File: src/rtl/elevator_scheduler.sv
// Three-floor elevator scheduler: latches hall calls, serves them in SCAN order,
// times travel and door dwell in tick units, and handles the emergency stop.
module elevator_scheduler #(
  parameter int TRAVEL_TICKS = 4,
  parameter int DOOR_TICKS   = 3,
  parameter int CW           = 4
) (
  input  logic       clk,
  input  logic       reset,
  input  logic       tick,
  input  logic       g_f,
  input  logic       f_f,
  input  logic       s_f,
  input  logic       emerg_in,
  output logic [1:0] cur_floor,
  output logic [3:0] floor_disp,
  output logic [2:0] next_LED,
  output logic [2:0] pending,
  output logic       motor_up,
  output logic       motor_down,
  output logic       door_open,
  output logic       emerg_out
);

  typedef enum logic [2:0] {IDLE, MOVE_UP, MOVE_DOWN, DOOR, EMERG} state_t;

  localparam logic [CW-1:0] TRAVEL_LAST = CW'(TRAVEL_TICKS - 1);
  localparam logic [CW-1:0] DOOR_LAST   = CW'(DOOR_TICKS - 1);

  state_t        state_reg, state_next;
  logic [1:0]    floor_reg, floor_next;
  logic          dir_reg, dir_next;      // 1 = up
  logic [2:0]    pend_reg, pend_next;
  logic [CW-1:0] cnt_reg, cnt_next;
  logic [2:0]    led_reg, led_next;

  logic [2:0]    calls, pend_in, cur_oh, arrive_oh;
  logic [1:0]    arrive_floor, target;

  function automatic logic call_above(input logic [1:0] fl, input logic [2:0] p);
    case (fl)
      2'd0:    call_above = p[1] | p[2];
      2'd1:    call_above = p[2];
      default: call_above = 1'b0;
    endcase
  endfunction

  function automatic logic call_below(input logic [1:0] fl, input logic [2:0] p);
    case (fl)
      2'd1:    call_below = p[0];
      2'd2:    call_below = p[0] | p[1];
      default: call_below = 1'b0;
    endcase
  endfunction

  assign calls        = {s_f, f_f, g_f};
  assign pend_in      = pend_reg | calls;
  assign cur_oh       = 3'b001 << floor_reg;
  assign arrive_floor = (state_reg == MOVE_DOWN) ? floor_reg - 2'd1 : floor_reg + 2'd1;
  assign arrive_oh    = 3'b001 << arrive_floor;

  always_ff @(posedge clk or negedge reset) begin
    if (!reset) begin
      state_reg <= IDLE;
      floor_reg <= 2'd0;
      dir_reg   <= 1'b1;
      pend_reg  <= 3'b000;
      cnt_reg   <= '0;
      led_reg   <= 3'b001;
    end else begin
      state_reg <= state_next;
      floor_reg <= floor_next;
      dir_reg   <= dir_next;
      pend_reg  <= pend_next;
      cnt_reg   <= cnt_next;
      led_reg   <= led_next;
    end
  end

  always_comb begin
    state_next = state_reg;
    floor_next = floor_reg;
    dir_next   = dir_reg;
    pend_next  = pend_in;
    cnt_next   = cnt_reg;
    if (state_reg == EMERG) begin
      pend_next = 3'b000;
      cnt_next  = '0;
      if (!emerg_in) state_next = IDLE;
    end else if (emerg_in) begin
      // Emergency beats arrival and door expiry in the same cycle.
      state_next = EMERG;
      pend_next  = 3'b000;
      cnt_next   = '0;
    end else begin
      case (state_reg)
        IDLE: begin
          cnt_next = '0;
          if (|(pend_in & cur_oh)) begin
            state_next = DOOR;
            pend_next  = pend_in & ~cur_oh;
          end else if (dir_reg && call_above(floor_reg, pend_in)) begin
            state_next = MOVE_UP;
          end else if (call_below(floor_reg, pend_in)) begin
            state_next = MOVE_DOWN;
            dir_next   = 1'b0;
          end else if (call_above(floor_reg, pend_in)) begin
            state_next = MOVE_UP;
            dir_next   = 1'b1;
          end
        end
        MOVE_UP, MOVE_DOWN: begin
          if (tick) begin
            if (cnt_reg == TRAVEL_LAST) begin
              floor_next = arrive_floor;
              cnt_next   = '0;
              if (|(pend_in & arrive_oh)) begin
                state_next = DOOR;
                pend_next  = pend_in & ~arrive_oh;
              end else if ((state_reg == MOVE_UP) ? call_above(arrive_floor, pend_in)
                                                  : call_below(arrive_floor, pend_in)) begin
                state_next = state_reg;
              end else begin
                state_next = IDLE;
              end
            end else begin
              cnt_next = cnt_reg + 1'b1;
            end
          end
        end
        DOOR: begin
          // A call for this floor keeps the door open and restarts the dwell.
          pend_next = pend_in & ~cur_oh;
          if (|(calls & cur_oh)) begin
            cnt_next = '0;
          end else if (tick) begin
            if (cnt_reg == DOOR_LAST) begin
              state_next = IDLE;
              cnt_next   = '0;
            end else begin
              cnt_next = cnt_reg + 1'b1;
            end
          end
        end
        default: state_next = IDLE;
      endcase
    end

    target = floor_next;
    if (state_next == MOVE_UP)   target = floor_next + 2'd1;
    if (state_next == MOVE_DOWN) target = floor_next - 2'd1;
    led_next = 3'b001 << target;
  end

  always_comb begin
    motor_up   = (state_reg == MOVE_UP);
    motor_down = (state_reg == MOVE_DOWN);
    door_open  = (state_reg == DOOR);
    emerg_out  = (state_reg == EMERG);
  end

  assign cur_floor  = floor_reg;
  assign floor_disp = {2'b00, floor_reg};
  assign next_LED   = led_reg;
  assign pending    = pend_reg;

endmodule

File: config.mk
export PLATFORM = sky130hd
export DESIGN_NAME = elevator_scheduler
export DESIGN_NICKNAME = d
export VERILOG_FILES = /design/src/rtl/elevator_scheduler.sv
export SDC_FILE = /design/constraint.sdc
export NUM_CORES = 1
export LEC_CHECK = 0
export BUFFER_PORTS_ARGS = -buffer_cell sky130_fd_sc_hd__buf_2
export CORE_MARGIN = 3
export CORE_UTILIZATION = 60
export CTS_CLUSTER_DIAMETER = 100
export CTS_CLUSTER_SIZE = 25
export DETAILED_ROUTE_END_ITERATION = 10
export PLACE_DENSITY = 0.87
export RECOVER_POWER = 100
export REMOVE_ABC_BUFFERS = 1
export SLEW_MARGIN = 10
export SYNTH_ARGS = -nofsm -noshare
export SYNTH_HDL_FRONTEND = slang
export SYNTH_SLANG_ARGS = --single-unit
File: constraint.sdc
create_clock -name clk -period 5.14 [get_ports clk]
set_clock_uncertainty 0.15 [all_clocks]
set_input_delay 1.028 -clock clk [delete_from_list [all_inputs] [get_ports clk]]
set_output_delay 1.028 -clock clk [all_outputs]
set_load 0.005 [all_outputs]
==> impl_metrics.env, run 1 <==
export IMPL_status="completed"
export IMPL_syn_inst=162
export IMPL_synthMuxAreaShare=0.0371
export IMPL_power_leakage_nw=0.651
export IMPL_powerDensity_mw_per_mm2=184
export IMPL_cts_root_buf="clkbuf_4"
export IMPL_worstHoldPathType="reg2reg"
export IMPL_dpl_cell_area_mm2=0.00144
export IMPL_finalCritPeriodShare=0.687
export IMPL_peakVddDrop_mv=0.183
export IMPL_drt_iter0_markers=53
export IMPL_worst_slack_ns=1.61
export IMPL_largest_reg_flops=4
export IMPL_hold_viol=0
export IMPL_vias=1299
export IMPL_synth_xor_area_frac=0.0306
export IMPL_synthAdderAreaFrac=0.102
export IMPL_synth_compound_area_frac=0.247
export IMPL_fin_total_pwr_mw=0.260
export IMPL_final_setup_viol_count=0
export IMPL_clkLatencyLatePin_ns=0.29
export IMPL_initial_core_util=0.661
export IMPL_crit_path_end_kind="register"
export IMPL_rows=16
export IMPL_dp_cells=202
export IMPL_m1WireLength_um=1420
export IMPL_cts_buffers=3
export IMPL_grt_pass1_wl_um=5100
export IMPL_ys_warn_count=0
export IMPL_tritoncts="done"
export IMPL_async_reset_ff_frac=1.00
export IMPL_fin_area_mm2=0.00141
export IMPL_syn_avg_cell_area_um2=8.33
export IMPL_r2r_start="state_reg[2]$_DFF_PN0_"
export IMPL_post_route_min_period_ns=3.53
export IMPL_holdBufCountCts=0
export IMPL_utilization=0.692
export IMPL_path_clk_slew_ns=0.09
export IMPL_cp_top_family="compound AO/OA/AOI/OAI gates"
export IMPL_coreArea_mm2=0.00204
export IMPL_num_antenna_cells=0
export IMPL_rsz0062_at_grt="false"
export IMPL_path_buf_inv=1
export IMPL_startpoint_type="register"
export IMPL_multi_input_area_um2=820
export IMPL_ys_ff_latch=16
export IMPL_worstHoldStart="dir_reg$_DFFE_PN1P_"
export IMPL_synth_cell_types=47
export IMPL_critical_path_max_fanout=14
export IMPL_routabilityCongestion=0.936
export IMPL_clockBufferDepth=2
export IMPL_nets=198
export IMPL_cts_setup_buffers=0
export IMPL_synth_simple_gate_area_frac=0.212
export IMPL_yosysSeqAreaShare=0.298
export IMPL_path_class="reg2reg"
export IMPL_synth_edf_count=0
export IMPL_maxCapViolCount=0
export IMPL_io_pins=23
export IMPL_dr_pass1_iters=4
export IMPL_pre_cts_ws_ns=1.79
export IMPL_crit_arrival_ns=3.59
export IMPL_slowest_stage="dfrtp_1"
export IMPL_vias_per_cell=6.31
export IMPL_top_layer="met4"
export IMPL_h_tree_depth=1
export IMPL_path_cells="nor3b_1 -> xor2_1 -> inv_1 -> ha_1 -> o21ai_0 -> nand3_1 -> a32oi_1 -> o211ai_1 -> mux2_4 -> o22a_1 -> o21ai_0"
export IMPL_synth_top_family_by_area="compound AO/OA/AOI/OAI gates"
export IMPL_syn_area_mm2=0.00135
export IMPL_finalSetupTns_ns=0
export IMPL_required_ns=5.20
export IMPL_wirelength_um=3150
export IMPL_portBuffers=20
export IMPL_wl_met2_um=1510
export IMPL_grt_antenna_before_repair=0
export IMPL_die_w_um=53.4
export IMPL_avgRoutedWirePerCell_um=15.3
export IMPL_max_stage_delay_ns=0.53
export IMPL_overflow=0
export IMPL_hold_slack_ns=0.393
export IMPL_stdcell_count=206
export IMPL_track_usage=0.249
export IMPL_drive_gt1_frac=0.151
export IMPL_drc=0
export IMPL_dieArea_mm2=0.00286
export IMPL_wl_met3_um=216
export IMPL_nFillCells=189
export IMPL_synthToLayoutAreaGrowth_pct=4.63
export IMPL_die_y_um=53.4
export IMPL_tightest_slew_ns=0.834
export IMPL_place_hpwl_um=2410
export IMPL_drv_slew=0
export IMPL_crit_top_cell="o21ai_0"
export IMPL_clock_sinks=16
export IMPL_slew_headroom=0.444
export IMPL_grt_max_degree=17
export IMPL_first_global_vias=1149
export IMPL_yosys_most_used_dff="dfrtp_1"
export IMPL_ant_nets=0
export IMPL_seq_area_um2=403
export IMPL_fmaxAchievable_mhz=283
export IMPL_cts_resized=0
export IMPL_critPathLaunch="state_reg[2]$_DFF_PN0_"
## area by class of cell
cell class              count  share of cell area
multi-input cells         128               0.580
clock buffers               4              0.0186
well taps                  27              0.0239
inverters                  11              0.0292
repair buffers             20              0.0629
flip-flops and latches     16               0.285
## placed cells by master, fill, tap and decap left out, types with 2 or more instances in the layout
cell type / count
a21oi_1: 9
a22oi_1: 3
a32oi_1: 3
and2_0: 2
buf_2: 11
clkbuf_1: 10
clkbuf_4: 3
conb_1: 2
dfrtp_1: 14
dfstp_2: 2
ha_1: 11
inv_1: 10
mux2i_1: 2
nand2_1: 12
nand3_1: 5
nor2_1: 19
nor3_1: 8
nor3b_1: 2
o21ai_0: 22
o22a_1: 2
or2_2: 3
## routing by layer
layer	global-route usage	vias up
met1	0.328	626
met3	0.0592	2
li1	-	609
met4	0.0638	0
met5	0	-
met2	0.402	62
## where the power goes
group	switching [mW]	internal [mW]
registers	0.00654	0.131
logic	0.0323	0.0206
clock network	0.0396	0.0302
## cell usage after synthesis (all sizes together), types with 2 or more instances
cell	count	area (um^2)
nor2	19	71.3
xnor2	2	32.5
or2	3	18.8
o22a	2	17.5
a21oi	9	45.0
nand3	5	25.0
buf	5	41.3
dfrtp	14	350
a32oi	3	33.8
inv	11	41.3
mux2	2	26.3
nor3	8	40.0
ha	11	138
nor3b	2	20.0
nand2	12	45.0
dfstp	2	52.6
o21ai	23	115
a22oi	3	22.5
mux2i	2	23.8
clkbuf	3	11.3
and2	3	20.0
## worst min-delay path: cells and delay by family, from the launching register on
| kind | cells | cell delay, ns |
|---|---|---|
| compound gates | 2 | 0.15 |
| flops | 1 | 0.39 |
## cell families (layout without fill, tap and decap cells)
group / after synthesis / after routing
buffers and inverters: 19 / 35
AO/OA/AOI/OAI: 50 / 50
AND/OR/NAND/NOR: 58 / 58
flip-flops: 16 / 16
XOR/XNOR: 3 / 3
multiplexers: 4 / 4
other: 1 / 2
adder cells (fa/ha/maj): 11 / 11
## path summary, 6_finish.rpt
check | to | slack [ns] | cells past startpoint
max in group asynchronous | cur_floor[0]$_DFF_PN0_ | 3.67 | 1
worst max register to register | next_LED[0]$_DFF_PN1_ | 1.61 | 11
min in group asynchronous | cnt_reg[2]$_DFFE_PN0P_ | 0.65 | 1
worst max-delay path | next_LED[0]$_DFF_PN1_ | 1.61 | 11
worst min register to register | dir_reg$_DFFE_PN1P_ | 0.39 | 2
worst min-delay path | dir_reg$_DFFE_PN1P_ | 0.39 | 2
Note: power is estimated with default switching activity, not from simulation.
==> run 2, diff against run 1 <==
--- a/config.mk
+++ b/config.mk
@@ -5,13 +5,14 @@
 export SDC_FILE = /design/constraint.sdc
 export NUM_CORES = 1
 export LEC_CHECK = 0
+export ABC_AREA = 1
 export BUFFER_PORTS_ARGS = -buffer_cell sky130_fd_sc_hd__buf_2
 export CORE_MARGIN = 3
-export CORE_UTILIZATION = 60
+export CORE_UTILIZATION = 56
 export CTS_CLUSTER_DIAMETER = 100
 export CTS_CLUSTER_SIZE = 25
 export DETAILED_ROUTE_END_ITERATION = 10
-export PLACE_DENSITY = 0.87
+export PLACE_DENSITY = 0.82
 export RECOVER_POWER = 100
 export REMOVE_ABC_BUFFERS = 1
 export SLEW_MARGIN = 10
==> constraint.sdc (replaced) <==
create_clock -name clk -period 3.6 [get_ports clk]
set_clock_uncertainty 0.15 [all_clocks]
set_input_delay 0.72 -clock clk [delete_from_list [all_inputs] [get_ports clk]]
set_output_delay 0.72 -clock clk [all_outputs]
set_load 0.005 [all_outputs]
==> run 2 against run 1 <==
- die area grew 15%
- fmax grew 15%
- count of clock-buffer cells in the layout is the same
- sequential share of layout area is 2.8 points lower
- cell count up 27%
- sequential cell count unchanged
- routed wire length increased by 0.22%
- sequential power rose by 36%
- design area is 11% higher
- first-iteration DRC count rose by 100%
- total power rose by 35%
- combinational power shrank 21%
- critical path type unchanged
- critical endpoint is now next_LED[2]$_DFF_PN0_
==> impl_metrics.env, run 2 <==
export IMPL_synth_edf_count=0
export IMPL_syn_avg_cell_area_um2=6.90
export IMPL_path_buf_inv=5
export IMPL_routabilityCongestion=0.937
export IMPL_path_cells="inv_1 -> ha_1 -> inv_1 -> xor2_1 -> inv_1 -> ha_1 -> inv_1 -> o211ai_1 -> a21oi_1 -> nand2_1 -> a21oi_1 -> nand3_1 -> nand2_1 -> nand2_1 -> nand2_1 -> nand2_1 -> nand2_1 -> inv_1"
export IMPL_synth_top_area_share=0.237
export IMPL_ys_warn_count=0
export IMPL_largest_reg_flops=4
export IMPL_holdBufCountCts=0
export IMPL_cts_buffers=3
export IMPL_avgRoutedWirePerCell_um=12.1
export IMPL_tritoncts="done"
export IMPL_crit_arrival_ns=3.12
export IMPL_dr_pass1_iters=4
export IMPL_max_stage_delay_ns=0.48
export IMPL_rows=17
export IMPL_final_setup_viol_count=0
export IMPL_startpoint_type="register"
export IMPL_wirelength_um=3160
export IMPL_async_reset_ff_frac=1.00
export IMPL_yosys_top_cells_count="nand2_1, inv_1, nor2_1"
export IMPL_hold_viol=0
export IMPL_slowest_stage="dfrtp_1"
export IMPL_yosys_most_used_dff="dfrtp_1"
export IMPL_vias=1354
export IMPL_crit_path_end_kind="register"
export IMPL_track_usage=0.210
export IMPL_die_w_um=57.4
export IMPL_intPower_mw=0.258
export IMPL_h_tree_depth=1
export IMPL_required_ns=3.66
export IMPL_first_global_vias=1175
export IMPL_overflow=0
export IMPL_cp_top_family="simple AND/OR/NAND/NOR gates"
export IMPL_rsz0062_at_grt="false"
export IMPL_synth_largest_area_cell="dfrtp_1"
export IMPL_die_y_um=57.4
export IMPL_final_cell_mix="nand2_1, inv_1, nor2_1, nand3_1, dfrtp_1"
export IMPL_path_clk_slew_ns=0.10
export IMPL_clock_sinks=16
export IMPL_synth_cell_types=33
export IMPL_grt_pass1_wl_um=5450
export IMPL_post_route_min_period_ns=3.06
export IMPL_yosysSeqAreaShare=0.273
export IMPL_cts_root_buf="clkbuf_4"
export IMPL_portBuffers=20
export IMPL_ant_nets=0
export IMPL_place_hpwl_um=2640
export IMPL_drc=0
export IMPL_grt_max_degree=17
export IMPL_cts_setup_buffers=0
export IMPL_p_comb_frac=0.119
export IMPL_ys_ff_latch=16
export IMPL_p_sw_frac=0.265
export IMPL_dpl_cell_area_mm2=0.00158
export IMPL_ys_top_cells_by_area="dfrtp_1, nand2_1, inv_1, ha_1, nand3_1"
export IMPL_pwr_share_seq=0.531
export IMPL_hold_slack_ns=0.358
export IMPL_yosysMostFrequentCell="nand2_1"
export IMPL_final_common_cell="nand2_1"
export IMPL_status="completed"
export IMPL_syn_area_mm2=0.00148
export IMPL_nets=252
export IMPL_crit_top_cell="nand2_1"
export IMPL_p_clk_frac=0.350
export IMPL_critical_path_max_fanout=8
export IMPL_cts_resized=0
export IMPL_coreArea_mm2=0.00236
export IMPL_grt_antenna_before_repair=0
export IMPL_slew_headroom=0.406
export IMPL_drive_gt1_frac=0.163
export IMPL_tightest_slew_ns=0.891
export IMPL_finalSetupTns_ns=0
export IMPL_synthToLayoutAreaGrowth_pct=6.01
export IMPL_peakVddDrop_mv=0.258
export IMPL_finalCritPeriodShare=0.850
export IMPL_initial_core_util=0.626
export IMPL_syn_inst=214
export IMPL_drv_slew=0
export IMPL_path_class="reg2reg"
export IMPL_vias_per_cell=5.19
export IMPL_drt_iter0_markers=106
export IMPL_num_antenna_cells=0
export IMPL_maxCapViolCount=0
export IMPL_clkLatencyLatePin_ns=0.30
export IMPL_p_switching_mw=0.0930
export IMPL_power_leakage_nw=0.841
export IMPL_clockBufferDepth=2
export IMPL_io_pins=23
export IMPL_powerDensity_mw_per_mm2=224
export IMPL_worstHoldPathType="in2async"
export IMPL_fmaxAchievable_mhz=327
export IMPL_fin_area_mm2=0.00157
export IMPL_dieArea_mm2=0.00329
-- run 2: changes by cell type in the layout (fill, tap and decap cells not counted), sizes merged, moves of 4 or more --
| cell | before | now |
|---|---|---|
| nand2 | 12 | 64 |
| o21ai | 23 | 8 |
| nand4 | 1 | 5 |
| nor3 | 8 | 2 |
| inv | 11 | 43 |
| nand3 | 5 | 19 |
-- run 2: worst register-to-register path, cell delays in order, from the launching register on --
cell and delay, ns:
dfrtp_1 0.48, inv_1 0.10, ha_1 0.32, inv_1 0.07, xor2_1 0.30, inv_1 0.13, ha_1 0.20, inv_1 0.09
o211ai_1 0.14, a21oi_1 0.21, nand2_1 0.10, a21oi_1 0.18, nand3_1 0.15, nand2_1 0.09, nand2_1 0.05, nand2_1 0.05
nand2_1 0.07, nand2_1 0.06, inv_1 0.03
-- run 2: worst paths after layout --
path / startpoint / end / slack (ns) / cells after the start
max: cur_floor[0]$_DFF_PN0_ / next_LED[2]$_DFF_PN0_ / 0.54 / 18
min: reset / next_LED[2]$_DFF_PN0_ / 0.36 / 1
max reg2reg: cur_floor[0]$_DFF_PN0_ / next_LED[2]$_DFF_PN0_ / 0.54 / 18
min reg2reg: dir_reg$_DFFE_PN1P_ / dir_reg$_DFFE_PN1P_ / 0.40 / 2
max in group asynchronous: reset / pending[0]$_DFF_PN0_ / 2.39 / 1
min in group clk: dir_reg$_DFFE_PN1P_ / dir_reg$_DFFE_PN1P_ / 0.40 / 2
-- run 2: cells by family (layout without fill, tap and decap cells) --
family / count (synthesis) / count (layout) / synth area share
flip-flops: 16 / 16 / 0.273
XOR/XNOR: 3 / 3 / 0.0356
buffers and inverters: 51 / 69 / 0.140
AO/OA/AOI/OAI: 23 / 23 / 0.0957
adder cells (fa/ha/maj): 11 / 11 / 0.0931
AND/OR/NAND/NOR: 109 / 109 / 0.361
other: 1 / 2 / 0.00254
-- run 2: per-stage QoR --
step | setup slack [ns] | instances | util | power, mW
after global placement | 0.831 | 257 | 0.669 | 0.232
after floorplan | 0.938 | 209 | - | 0.215
final | 0.539 | 261 | 0.663 | 0.351
after global routing | 0.143 | 261 | 0.663 | 0.367
after CTS | 0.627 | 261 | 0.684 | 0.354
after detailed placement | 0.687 | 257 | 0.669 | 0.233
-- run 2: routing by layer --
layer,vias to the layer above,GRT usage,share of wire
li1,697,-,-
met1,612,0.301,0.47
met2,39,0.321,0.45
met3,6,0.0452,0.070
met4,0,0.0497,0.013
met5,-,0,0
-- run 2: cell type report --
type / instances / area [um^2]
clock buffers: 4 / 36.3
flip-flops and latches: 16 / 403
inverters: 45 / 169
multi-input cells: 148 / 832
fillers: 238 / 795
repair buffers: 20 / 91.3
well taps: 28 / 35.0
-- run 2: power by group through the flow --
stage | logic [mW] | clock network [mW] | registers [mW]
after global placement | 0.0425 | 0 | 0.190
after detailed placement | 0.0430 | 0 | 0.190
final | 0.0417 | 0.123 | 0.186
after floorplan | 0.0254 | 0 | 0.190
after CTS | 0.0433 | 0.125 | 0.186
after global routing | 0.0480 | 0.133 | 0.187
==> run 3, diff against run 2 <==
--- a/config.mk
+++ b/config.mk
@@ -12,8 +12,8 @@
 export CTS_CLUSTER_DIAMETER = 100
 export CTS_CLUSTER_SIZE = 25
 export DETAILED_ROUTE_END_ITERATION = 10
-export PLACE_DENSITY = 0.82
-export RECOVER_POWER = 100
+export PLACE_DENSITY_LB_ADDON = 0.12
+export RECOVER_POWER = 25
 export REMOVE_ABC_BUFFERS = 1
 export SLEW_MARGIN = 10
 export SYNTH_ARGS = -nofsm -noshare
==> run 3 against run 2 <==
- sequential power barely moved
- worst hold slack got worse by 0.0048 ns
- combinational power rose by 4%
- register-to-register slack improved by 0.11 ns
- critical path depth did not move
- via count rose by 3.0%
- global-route usage rose by 1.6 points
- total power rose by 2.0%
- count of clock-buffer cells in the layout did not move
- sequential cell count did not move
- largest power group unchanged
==> impl_metrics.env, run 3 (synthesis gave the netlist of run 2 again) <==
export IMPL_r2r_start="cur_floor[0]$_DFF_PN0_"
export IMPL_finalCritPeriodShare=0.820
export IMPL_final_cell_mix="nand2_1, inv_1, buf_2, nor2_1, dfrtp_1"
export IMPL_initial_core_util=0.626
export IMPL_stdcell_count=261
export IMPL_coreArea_mm2=0.00236
export IMPL_first_global_vias=1293
export IMPL_powerDensity_mw_per_mm2=222
export IMPL_peakVddDrop_mv=0.211
export IMPL_drive_gt1_frac=0.232
export IMPL_clockBufferDepth=2
export IMPL_portBuffers=20
export IMPL_post_route_min_period_ns=2.95
export IMPL_slew_headroom=0.397
export IMPL_vias=1395
export IMPL_tritoncts="done"
export IMPL_dieArea_mm2=0.00329
export IMPL_nFillCells=206
export IMPL_cts_root_buf="clkbuf_4"
export IMPL_seq_area_um2=403
export IMPL_synthToLayoutAreaGrowth_pct=9.23
export IMPL_fin_total_pwr_mw=0.358
export IMPL_maxCapViolCount=0
export IMPL_power_leakage_nw=0.866
export IMPL_worst_slack_ns=0.649
export IMPL_cts_setup_buffers=0
export IMPL_dr_pass1_iters=4
export IMPL_cts_resized=0
export IMPL_nets=252
export IMPL_cts_buffers=3
export IMPL_utilization=0.684
export IMPL_grt_max_degree=17
export IMPL_path_buf_inv=4
export IMPL_wl_met3_um=286
export IMPL_largest_reg_flops=4
export IMPL_required_ns=3.66
export IMPL_dp_cells=257
export IMPL_path_cells="inv_1 -> ha_1 -> inv_1 -> xor2_2 -> inv_1 -> ha_1 -> nand2_1 -> o211ai_1 -> a21oi_1 -> nand2_1 -> a21oi_2 -> nand3_1 -> nand2_1 -> nand2_1 -> nand2_1 -> nand2_2 -> nand2_1 -> inv_1"
export IMPL_worstHoldPathType="in2async"
export IMPL_overflow=0
export IMPL_drt_iter0_markers=61
export IMPL_die_w_um=57.4
export IMPL_drv_slew=0
export IMPL_h_tree_depth=1
export IMPL_drc=0
export IMPL_max_stage_delay_ns=0.48
export IMPL_wirelength_um=3370
export IMPL_final_setup_viol_count=0
export IMPL_crit_top_cell="nand2_1"
export IMPL_pre_cts_ws_ns=0.686
export IMPL_ant_nets=0
export IMPL_rsz0062_at_grt="false"
export IMPL_finalSetupTns_ns=0
export IMPL_fmaxAchievable_mhz=339
export IMPL_critical_path_max_fanout=8
export IMPL_hold_viol=0
export IMPL_path_class="reg2reg"
export IMPL_die_y_um=57.4
export IMPL_vias_per_cell=5.34
export IMPL_grt_antenna_before_repair=0
export IMPL_slowest_stage="dfrtp_1"
export IMPL_avgRoutedWirePerCell_um=12.9
export IMPL_m1WireLength_um=1480
export IMPL_io_pins=23
export IMPL_clkLatencyLatePin_ns=0.31
export IMPL_top_layer="met4"
export IMPL_track_usage=0.226
export IMPL_crit_path_end_kind="register"
export IMPL_final_common_cell="nand2_1"
export IMPL_wl_met2_um=1540
export IMPL_cp_top_family="simple AND/OR/NAND/NOR gates"
export IMPL_num_antenna_cells=0
export IMPL_rows=17
export IMPL_tightest_slew_ns=0.904
export IMPL_grt_pass1_wl_um=5770
export IMPL_place_hpwl_um=2690
export IMPL_multi_input_area_um2=872
export IMPL_status="completed"
export IMPL_path_clk_slew_ns=0.10
export IMPL_startpoint_type="register"
export IMPL_holdBufCountCts=0
export IMPL_crit_arrival_ns=3.01
export IMPL_routabilityCongestion=0.933
export IMPL_clock_sinks=16
export IMPL_critPathLaunch="cur_floor[0]$_DFF_PN0_"
-- run 3: cell types whose count changed in the layout (fill, tap and decap cells not counted), sizes merged --
cell and change:
buf +6, clkbuf -6
-- run 3: final timing paths --
kind                                     endpoint  slack (ns)  cells past startpoint
min in group clk              dir_reg$_DFFE_PN1P_        0.39                      2
hold / removal             cur_floor[0]$_DFF_PN0_        0.35                      1
setup reg to reg            next_LED[2]$_DFF_PN0_        0.65                     18
hold reg to reg               dir_reg$_DFFE_PN1P_        0.39                      2
setup / recovery            next_LED[2]$_DFF_PN0_        0.65                     18
max in group asynchronous  cnt_reg[2]$_DFFE_PN0P_        2.39                      1
-- run 3: power breakdown --
part           switching (mW)  internal, mW  total (mW)
Combinational          0.0301        0.0131      0.0432
Sequential            0.00320         0.183       0.187
Clock                  0.0659        0.0618       0.128
-- run 3: layout make-up --
| type | count | share of cell area |
|---|---|---|
| Inverter | 45 | 0.105 |
| Tap cell | 28 | 0.0217 |
| Timing Repair Buffer | 20 | 0.0612 |
| Sequential cell | 16 | 0.250 |
| Multi-Input combinational cell | 148 | 0.540 |
| Clock buffer | 4 | 0.0225 |
-- run 3: metal layers --
metal,global-route usage,vias up
li1,-,694
met2,0.366,52
met5,0,-
met4,0.0927,0
met1,0.289,644
met3,0.0520,5
-- run 3: metrics by stage --
stage                     area [um^2]  hold WS [ns]
after global placement           1580         0.378
after CTS                        1620         0.164
final                            1610         0.353
after detailed placement         1580         0.386
after global routing             1610         0.410
after floorplan                  1440         0.274
